[config.mk]
export PLATFORM = sky130hd
export DESIGN_NAME = alu_exec_stage_flat
export DESIGN_NICKNAME = d
export VERILOG_FILES = /design/src/rtl/alu_exec_stage_if.sv /design/src/rtl/alu_exec_stage.sv /design/src/flat_wrapper.sv
export SDC_FILE = /design/constraint.sdc
export NUM_CORES = 1
export LEC_CHECK = 0
export ABC_AREA = 1
export CORE_UTILIZATION = 46
export DETAILED_ROUTE_END_ITERATION = 16
export MAX_ROUTING_LAYER = met4
export PLACE_DENSITY = 0.95
export SYNTH_ARGS = -nofsm -noshare
export SYNTH_HDL_FRONTEND = slang
export SYNTH_SLANG_ARGS = --single-unit
[constraint.sdc]
create_clock -name clk -period 10.4 [get_ports clk]
set_input_delay 1.56 -clock clk [delete_from_list [all_inputs] [get_ports clk]]
set_output_delay 1.56 -clock clk [all_outputs]
set_load 0.03 [all_outputs]
[src/rtl/alu_exec_stage_if.sv]
// Handshake bundle between the upstream issue logic, the execute stage and the
// downstream consumer. The stage binds the slave side; the producer/consumer binds master.
interface alu_exec_stage_if #(
    parameter int unsigned WIDTH = 32
);
    logic             in_valid;
    logic             in_ready;
    logic [2:0]       in_op;
    logic [WIDTH-1:0] in_a;
    logic [WIDTH-1:0] in_b;
    logic             out_valid;
    logic             out_ready;
    logic [WIDTH-1:0] out_result;
    logic             out_carry;
    logic             out_zero;
    logic             out_overflow;
    logic             out_illegal;

    modport master (
        output in_valid, in_op, in_a, in_b, out_ready,
        input  in_ready, out_valid, out_result, out_carry, out_zero, out_overflow, out_illegal
    );

    modport slave (
        input  in_valid, in_op, in_a, in_b, out_ready,
        output in_ready, out_valid, out_result, out_carry, out_zero, out_overflow, out_illegal
    );
endinterface

[src/rtl/alu_exec_stage.sv]
// Registered execute stage around an external combinational ALU: decodes opcodes into
// ALU controls, captures the result a cycle later with flags, and holds it under backpressure.
module alu_exec_stage #(
    parameter int unsigned WIDTH   = 32,
    parameter int unsigned COUNT_W = 16
) (
    input  logic                clk,
    input  logic                reset,
    alu_exec_stage_if.slave     bus,
    output logic [WIDTH-1:0]    alu_a,
    output logic [WIDTH-1:0]    alu_b,
    output logic [1:0]          alu_operation,
    output logic                alu_binvert,
    output logic                alu_carryin,
    input  logic [WIDTH-1:0]    alu_result,
    input  logic                alu_carryout,
    output logic [COUNT_W-1:0]  op_count
);
    localparam logic [1:0] IDLE = 2'd0;
    localparam logic [1:0] EXEC = 2'd1;
    localparam logic [1:0] DONE = 2'd2;

    localparam logic [2:0] OP_AND = 3'b000;
    localparam logic [2:0] OP_OR  = 3'b001;
    localparam logic [2:0] OP_ADD = 3'b010;
    localparam logic [2:0] OP_SUB = 3'b110;
    localparam logic [2:0] OP_SLT = 3'b111;

    logic [1:0]       state;
    logic [1:0]       state_nx;
    logic [2:0]       op_q;
    logic             accept;
    logic             out_fire;

    logic [1:0]       dec_operation;
    logic             dec_binvert;

    logic [WIDTH-1:0] bx;
    logic             ovf;
    logic [WIDTH-1:0] res;
    logic             res_carry;
    logic             res_ovf;
    logic             res_illegal;

    logic [WIDTH-1:0] result_q;
    logic             carry_q;
    logic             zero_q;
    logic             ovf_q;
    logic             illegal_q;

    assign bus.out_valid    = (state == DONE);
    assign bus.in_ready     = (state == IDLE) || ((state == DONE) && bus.out_ready);
    assign bus.out_result   = result_q;
    assign bus.out_carry    = carry_q;
    assign bus.out_zero     = zero_q;
    assign bus.out_overflow = ovf_q;
    assign bus.out_illegal  = illegal_q;

    assign accept      = bus.in_valid && bus.in_ready;
    assign out_fire    = bus.out_valid && bus.out_ready;
    assign alu_carryin = alu_binvert;

    always_comb begin
        state_nx = state;
        case (state)
            IDLE:    if (bus.in_valid) state_nx = EXEC;
            EXEC:    state_nx = DONE;
            DONE:    if (bus.out_ready) state_nx = bus.in_valid ? EXEC : IDLE;
            default: state_nx = IDLE;
        endcase
    end

    always_comb begin
        dec_operation = 2'b00;
        dec_binvert   = 1'b0;
        case (bus.in_op)
            OP_OR:          dec_operation = 2'b01;
            OP_ADD:         dec_operation = 2'b10;
            OP_SUB, OP_SLT: begin
                dec_operation = 2'b10;
                dec_binvert   = 1'b1;
            end
            default:        dec_operation = 2'b00;
        endcase
    end

    // Overflow is judged against the operand the adder actually saw (b after inversion).
    assign bx  = alu_b ^ {WIDTH{alu_binvert}};
    assign ovf = (alu_a[WIDTH-1] == bx[WIDTH-1]) && (alu_result[WIDTH-1] != alu_a[WIDTH-1]);

    always_comb begin
        res         = alu_result;
        res_carry   = 1'b0;
        res_ovf     = 1'b0;
        res_illegal = 1'b0;
        case (op_q)
            OP_AND, OP_OR: ;
            OP_ADD, OP_SUB: begin
                res_carry = alu_carryout;
                res_ovf   = ovf;
            end
            OP_SLT: begin
                res       = {{(WIDTH-1){1'b0}}, alu_result[WIDTH-1] ^ ovf};
                res_carry = alu_carryout;
            end
            default: begin
                res         = '0;
                res_illegal = 1'b1;
            end
        endcase
    end

    always_ff @(posedge clk or posedge reset) begin
        if (reset) begin
            state         <= IDLE;
            op_q          <= '0;
            alu_a         <= '0;
            alu_b         <= '0;
            alu_operation <= '0;
            alu_binvert   <= 1'b0;
            result_q      <= '0;
            carry_q       <= 1'b0;
            zero_q        <= 1'b0;
            ovf_q         <= 1'b0;
            illegal_q     <= 1'b0;
            op_count      <= '0;
        end else begin
            state <= state_nx;
            if (accept) begin
                op_q          <= bus.in_op;
                alu_a         <= bus.in_a;
                alu_b         <= bus.in_b;
                alu_operation <= dec_operation;
                alu_binvert   <= dec_binvert;
            end
            if (state == EXEC) begin
                result_q  <= res;
                carry_q   <= res_carry;
                zero_q    <= (res == '0);
                ovf_q     <= res_ovf;
                illegal_q <= res_illegal;
            end
            if (out_fire) begin
                op_count <= op_count + 1'b1;
            end
        end
    end
endmodule

[src/flat_wrapper.sv]
// flat-port wrapper written by rule: the top's interface ports become plain ports
module alu_exec_stage_flat 
#(
    parameter int unsigned WIDTH   = 32,
    parameter int unsigned COUNT_W = 16
)
  (clk, reset, alu_a, alu_b, alu_operation, alu_binvert, alu_carryin, alu_result, alu_carryout, op_count, bus_in_valid, bus_in_op, bus_in_a, bus_in_b, bus_out_ready, bus_in_ready, bus_out_valid, bus_out_result, bus_out_carry, bus_out_zero, bus_out_overflow, bus_out_illegal);
  alu_exec_stage_if #(.WIDTH(WIDTH)) bus_i ();
  input  logic clk;
  input  logic reset;
  output logic [WIDTH-1:0] alu_a;
  output logic [WIDTH-1:0] alu_b;
  output logic [1:0] alu_operation;
  output logic alu_binvert;
  output logic alu_carryin;
  input  logic [WIDTH-1:0] alu_result;
  input  logic alu_carryout;
  output logic [COUNT_W-1:0] op_count;
  input wire logic [$bits(bus_i.in_valid)-1:0] bus_in_valid;
  input wire logic [$bits(bus_i.in_op)-1:0] bus_in_op;
  input wire logic [$bits(bus_i.in_a)-1:0] bus_in_a;
  input wire logic [$bits(bus_i.in_b)-1:0] bus_in_b;
  input wire logic [$bits(bus_i.out_ready)-1:0] bus_out_ready;
  output wire logic [$bits(bus_i.in_ready)-1:0] bus_in_ready;
  output wire logic [$bits(bus_i.out_valid)-1:0] bus_out_valid;
  output wire logic [$bits(bus_i.out_result)-1:0] bus_out_result;
  output wire logic [$bits(bus_i.out_carry)-1:0] bus_out_carry;
  output wire logic [$bits(bus_i.out_zero)-1:0] bus_out_zero;
  output wire logic [$bits(bus_i.out_overflow)-1:0] bus_out_overflow;
  output wire logic [$bits(bus_i.out_illegal)-1:0] bus_out_illegal;
  assign bus_i.in_valid = bus_in_valid;
  assign bus_i.in_op = bus_in_op;
  assign bus_i.in_a = bus_in_a;
  assign bus_i.in_b = bus_in_b;
  assign bus_i.out_ready = bus_out_ready;
  assign bus_in_ready = bus_i.in_ready;
  assign bus_out_valid = bus_i.out_valid;
  assign bus_out_result = bus_i.out_result;
  assign bus_out_carry = bus_i.out_carry;
  assign bus_out_zero = bus_i.out_zero;
  assign bus_out_overflow = bus_i.out_overflow;
  assign bus_out_illegal = bus_i.out_illegal;
  alu_exec_stage #(.WIDTH(WIDTH), .COUNT_W(COUNT_W)) u_core (.clk(clk), .reset(reset), .bus(bus_i), .alu_a(alu_a), .alu_b(alu_b), .alu_operation(alu_operation), .alu_binvert(alu_binvert), .alu_carryin(alu_carryin), .alu_result(alu_result), .alu_carryout(alu_carryout), .op_count(op_count));
endmodule
==> results of run 1 <==
## tightest hold or removal path, delay by kind of cell (launching register included)
family        cells  cell delay, ps
flops             1             340
simple gates      2             100
## cells in the mapped netlist (2+ instances only)
library cell  count
nor3_1            2
nor2_1           21
o31ai_1          17
dfrtp_1         124
nand2_2           5
nand3_1          21
clkbuf_1          8
inv_2             2
nand2_1         266
nor2_4            3
inv_1            43
xor2_1            9
buf_4             2
o21ai_0          23
a21oi_1           9
xnor2_1           3
buf_2            15
nor2_2            2
## metal layers
metal | up-vias | global-route usage | routed length, um
li1 | 2268 | - | -
met1 | 2184 | 0.306 | 5800
met2 | 205 | 0.412 | 7040
met3 | 22 | 0.0675 | 1050
met4 | 0 | 0.0890 | 286
met5 | - | - | 0
## registers in the layout, summed over array words and instances (netlist names)
| register | cells |
|---|---|
| u_core.state | 2 |
| u_core.alu_operation | 2 |
| u_core.bus.out_overflow | 1 |
| u_core.bus.out_carry | 1 |
| u_core.bus.out_zero | 1 |
| u_core.op_q | 3 |
| u_core.bus.out_illegal | 1 |
| u_core.alu_binvert | 1 |
| u_core.alu_a | 32 |
| u_core.op_count | 16 |
| u_core.bus.out_result | 32 |
| u_core.alu_b | 32 |
## final cells by class
class	count	area, sq um	share of cell area
clock buffer	18	418	0.0518
clock inverter	14	159	0.0197
inverter	45	171	0.0212
multi-input combinational	392	1770	0.220
sequential	124	3100	0.384
tap	140	175	0.0217
timing repair buffer	228	2270	0.282
## logic make-up after synthesis
group                      after synthesis  share of synthesized area
and+or+nand+nor                        323                      0.252
DFF                                    124                      0.599
buffers and inverters                   71                     0.0580
AOI/OAI and AO/OA                       55                     0.0653
xor gates and xnor gates                12                     0.0203
muxes                                    1                    0.00218
adders and majority gates                1                    0.00242
## path summary, 6_finish.rpt
| check | start | endpoint | slack, ps | depth (start not counted) |
|---|---|---|---|---|
| worst min-delay path | u_core.alu_b[0]$_DFFE_PP0P_ | u_core.alu_b[0]$_DFFE_PP0P_ | 480 | 2 |
| min in group asynchronous | reset | u_core.state[1]$_DFFE_PP0P_ | 1680 | 2 |
| max in group asynchronous | reset | u_core.alu_b[29]$_DFFE_PP0P_ | 7610 | 3 |
| worst min register to register | u_core.alu_b[0]$_DFFE_PP0P_ | u_core.alu_b[0]$_DFFE_PP0P_ | 480 | 2 |
| worst max-delay path | bus_out_ready | bus_in_ready | 5810 | 4 |
| worst max register to register | u_core.state[1]$_DFFE_PP0P_ | u_core.alu_a[29]$_DFFE_PP0P_ | 8090 | 7 |
## power by group through the flow
| stage | Clock [uW] | Combinational [uW] | Sequential, uW |
|---|---|---|---|
| after floorplan | 0 | 202 | 949 |
| after global placement | 0 | 795 | 695 |
| after detailed placement | 0 | 816 | 700 |
| after CTS | 580 | 818 | 696 |
| after global routing | 603 | 867 | 711 |
| final | 572 | 812 | 696 |
## cell usage in the layout, fill, tap and decap left out, types with 16 or more instances in the layout
cell	count
nor2_1	21
clkbuf_16	16
dfrtp_1	124
nand3_1	21
clkdlybuf4s50_1	225
o21ai_0	23
nand2_1	266
inv_1	42
o31ai_1	17
## per-stage QoR
step           area, sq um   util  setup WS, ps  hold slack (ps)  total power [uW]
4_1_cts               8070  0.742          5800              482              2090
6_report              8070  0.742          5810              477              2080
3_5_place_dp          7500  0.689          5800              464              1520
3_3_place_gp          7500  0.689          5830              461              1490
2_1_floorplan         5180      -          5540              509              1150
5_1_grt               8070  0.742          5750              493              2180
==> flow_summary.yaml, run 1 <==
sta:
  hold_viol: 0
  tns_ps: 0
  relSlewSlack: 0.315
  min_period_ps: 4590
  slew_viol_final: 0
  worstMarginPinSlew_ps: 1030
  clock_skew_ps: 9.18
  final.period_utilization: 0.442
  timing.fmax_mhz: 218
  rsz0062_at_grt: "no"
  setup_viol: 0
pwr:
  p_int_uw: 1280
  switching_power_uw: 796
  p_sw_frac: 0.383
  pwr-share-clk: 0.275
  pwr-share-seq: 0.335
  peakVddDrop_mv: 0.154
  leakagePower_uw: 0.00394
  power_density_nw_per_um2: 258
  power_frac_comb: 0.390
clocking:
  htree_num_levels: 4
  clk_pin_slew_worst_paths_ps: 60
  cts_inserted_buffers: 17
  cts_tree: "yes"
  holdBufCountCts: 0
  cts_resized: 0
  clockRootBuffer: "clkbuf_8"
  cts_max_path_buffers: 2
  clock_sink_count: 124
  postCtsSetupBuffers: 0
  clkLatencyLatePin_ps: 490
worst_setup_path:
  cp-start-kind: "input pin"
  path_cells: "clkdlybuf4s50_1, inv_1, a21oi_2, clkdlybuf4s50_1"
  critPathBufInv: 3
  critical_path_arrival_ps: 3030
  worst_path_largest_cell_delay_ps: 690
  cp-end-kind: "output pin"
  setup.worst_path.class: "input pin to output pin"
  cp_common_cell: "clkdlybuf4s50_1"
  cpLargestDelayFamily: "buffers and inverters"
  crit_path_max_fanout: 3
  cp_slowest_cell: "clkdlybuf4s50_1"
  critPathRequiredTime_ps: 8840
drt:
  antenna_left: 0
  vias_per_cell: 4.87
  routed_wl_mm: 14.2
  first_pass_iters: 5
  first_iter_violations: 273
  wl_per_cell_um: 14.8
  drc: 0
  vias: 4679
yosys:
  async_flop_share: 1.00
  synth_top_cells_by_area: "dfrtp_1 (60%), nand2_1 (19%), inv_1 (3.1%)"
  synth_seq_area_share: 0.599
  synth_cells: 587
  synth_nets: 692
  synth_top_flop_cell: "dfrtp_1"
  synth_seq_cells: 124
  syn_area_sq_um: 5180
  synth_edf_count: 0
  synth_top_area_share: 0.599
  avgSynthCellArea_sq_um: 8.82
  ys.warnings.count: 0
  synth_top_area_cell: "dfrtp_1"
  synth.distinct_cells: 30
floorplanning:
  core_area_sq_um: 10900
  fp.dieH_um: 108
  initial_core_util: 0.475
  die-area_sq_um: 11700
  die_w_um: 108
  io-pin-count: 226
  fp-row-count: 38
final_layout:
  stdcell_count: 961
  syn2layout_area_growth_pct: 56.0
  nFillCells: 753
  diodes: 0
  drive_gt1_frac: 0.0633
  nets: 913
hold_path:
  hold_path.class: "flop to flop"
grt:
  grt_pass1_wl_mm: 22.1
  grtUsageTotal: 0.254
  antenna_found_initial: 0
  grt_max_degree: 86
  overflow: 0
  grt_pass1_vias: 4658
placement:
  place_congestion: 0.782
  portBuffers: 225
  dp_cells: 929
  place.detailed.hpwl_mm: 10.0
run_status:
  status: "completed"
run:
  drv_cap: 0
No activity file was read; power rests on OpenSTA's default activity.
==> run 2: changes to the inputs <==
Settings changed: CORE_UTILIZATION 46 to 38, PLACE_DENSITY 0.95 to 0.85.
Clock period 10.4 ns to 4 ns, I/O delays scaled along.
==> run 2 against run 1 <==
Cell area grew 1.3%. Non-clock buffer count is 1 higher. Die area increased by 21%. Setup slack got worse by 4500 ps. Clock power rose to 2.8 times the previous value. Register-to-register slack got worse by 6100 ps. Hold slack got worse by 4.3 ps. Via count fell by 1.4%. Final cell count rose by 3.6%. Power grew to 2.6 times the previous value.
==> flow_summary.yaml, run 2 (synthesized netlist as in run 1, its figures left out) <==
pwr:
  peakVddDrop_mv: 0.315
  power_density_nw_per_um2: 671
  leakagePower_uw: 0.00398
run:
  drv_cap: 0
worst_setup_path:
  cp-start-kind: "input pin"
  cp_slowest_cell: "clkdlybuf4s50_1"
  crit_start: "bus_out_ready"
  setup.worst_path.class: "input pin to output pin"
  regToRegStartpoint: "u_core.state[1]$_DFFE_PP0P_"
  r2r_slack_ps: 2010
  cp_common_cell: "clkdlybuf4s50_1"
  reg2reg_depth: 3
  crit_path_max_fanout: 3
  path_cells: "clkdlybuf4s50_1, inv_1, a21oi_2, clkdlybuf4s50_1"
  r2r-end: "u_core.bus.out_result[28]$_DFFE_PP0N_"
  worst_path_largest_cell_delay_ps: 690
  critical_path_arrival_ps: 2060
  critPathRequiredTime_ps: 3400
  cp-end-kind: "output pin"
placement:
  place.detailed.hpwl_mm: 9.10
  placed_area_sq_um: 7560
  dp_slack_ps: 1350
  portBuffers: 225
  place_congestion: 0.804
final_layout:
  nets: 914
  diodes: 0
  postLayoutCellArea_sq_um: 8180
  syn2layout_area_growth_pct: 58.0
  layout_common_cells: "nand2_1 (266), clkdlybuf4s50_1 (225), dfrtp_1 (124)"
  drive_gt1_frac: 0.0610
  final_common_cell: "nand2_1"
sta:
  tns_ps: 0
  worst_slack_ps: 1340
  setup_viol: 0
  worstMarginPinSlew_ps: 1020
  timing.fmax_mhz: 377
  hold_viol: 0
  slew_viol_final: 0
  min_period_ps: 2660
  clock_skew_ps: 4.25
  relSlewSlack: 0.321
  rsz0062_at_grt: "no"
  final.period_utilization: 0.664
grt:
  grtUsageTotal: 0.201
  grt_pass1_wl_mm: 21.6
  grt_max_degree: 75
  overflow: 0
  grt_pass1_vias: 4454
  antenna_found_initial: 0
floorplanning:
  die_w_um: 119
  io-pin-count: 226
  fp.dieH_um: 119
  core_area_sq_um: 13200
  die-area_sq_um: 14100
  initial_core_util: 0.391
  fp-row-count: 42
drt:
  wl_per_cell_um: 13.1
  vias: 4615
  antenna_left: 0
  first_pass_iters: 4
  drc: 0
  first_iter_violations: 246
  vias_per_cell: 4.63
  routed_wl_mm: 13.1
clocking:
  clkLatencyLatePin_ps: 400
  cts_inserted_buffers: 17
  clock_sink_count: 124
  cts_tree: "yes"
  clockRootBuffer: "clkbuf_16"
  cts_max_path_buffers: 2
  postCtsSetupBuffers: 0
  htree_num_levels: 4
  cts_resized: 0
  holdBufCountCts: 0
  clk_pin_slew_worst_paths_ps: 50
hold_path:
  holdPathStages: 2
  hold_path_end: "u_core.alu_b[3]$_DFFE_PP0P_"
  holdCritStartpoint: "u_core.alu_b[3]$_DFFE_PP0P_"
  hold_path.class: "flop to flop"
run_status:
  status: "completed"
==> run 2: cell types whose count changed in the layout (fill, tap and decap cells not counted) <==
cell,change
inv_6,-5
clkinv_4,-4
clkbuf_1,+1
bufinv_16,+2
clkbuf_16,+1
buf_12,+1
clkinvlp_4,-2
clkinv_2,+3
clkbuf_8,+2
==> run 2: cell type report <==
type                       instances  area (sq um)
clock inverter                     8           140
timing repair buffer             229          2290
fill                            1125          5070
clock buffer                      22           474
inverter                          45           171
sequential                       124          3100
multi-input combinational        392          1770
tap                              176           220
==> run 2: per-layer routing <==
layer | share of wire | track usage | vias up | wire [um]
met2 | 0.47 | 0.302 | 177 | 6090
li1 | - | - | 2264 | -
met3 | 0.073 | 0.0613 | 20 | 953
met4 | 0.016 | 0.0759 | 0 | 214
met1 | 0.44 | 0.254 | 2154 | 5800
met5 | 0 | - | - | 0
==> run 2: power breakdown <==
| group | switching, uW | internal [uW] | total (uW) |
|---|---|---|---|
| sequential | 214 | 1600 | 1810 |
| clock | 515 | 1080 | 1600 |
| combinational | 1240 | 848 | 2080 |
| total | 1960 | 3520 | 5490 |
==> run 2: stage by stage <==
| step | cells | total power [uW] | hold slack (ps) | utilization |
|---|---|---|---|---|
| CTS | 996 | 5550 | 480 | 0.617 |
| detailed placement | 966 | 3920 | 464 | 0.571 |
| finish | 996 | 5490 | 473 | 0.617 |
| global route | 996 | 5780 | 491 | 0.617 |
| global placement | 966 | 3890 | 461 | 0.571 |
| floorplan | 587 | 2990 | 509 | - |
==> run 2: how the worst max path moves through the flow <==
stage	slack [ps]	cells past startpoint	to
after floorplan	100	1	u_core.alu_a[0]$_DFFE_PP0P_
after global placement	1350	4	bus_in_ready
after detailed placement	1350	4	bus_in_ready
after CTS	1350	4	bus_in_ready
after global routing	1290	4	bus_in_ready
final	1340	4	bus_in_ready
==> run 2: critical path, delay by kind of cell <==
| family | cells | cell delay (ps) |
|---|---|---|
| buffers and inverters | 3 | 1300 |
| AOI/OAI and AO/OA | 1 | 160 |
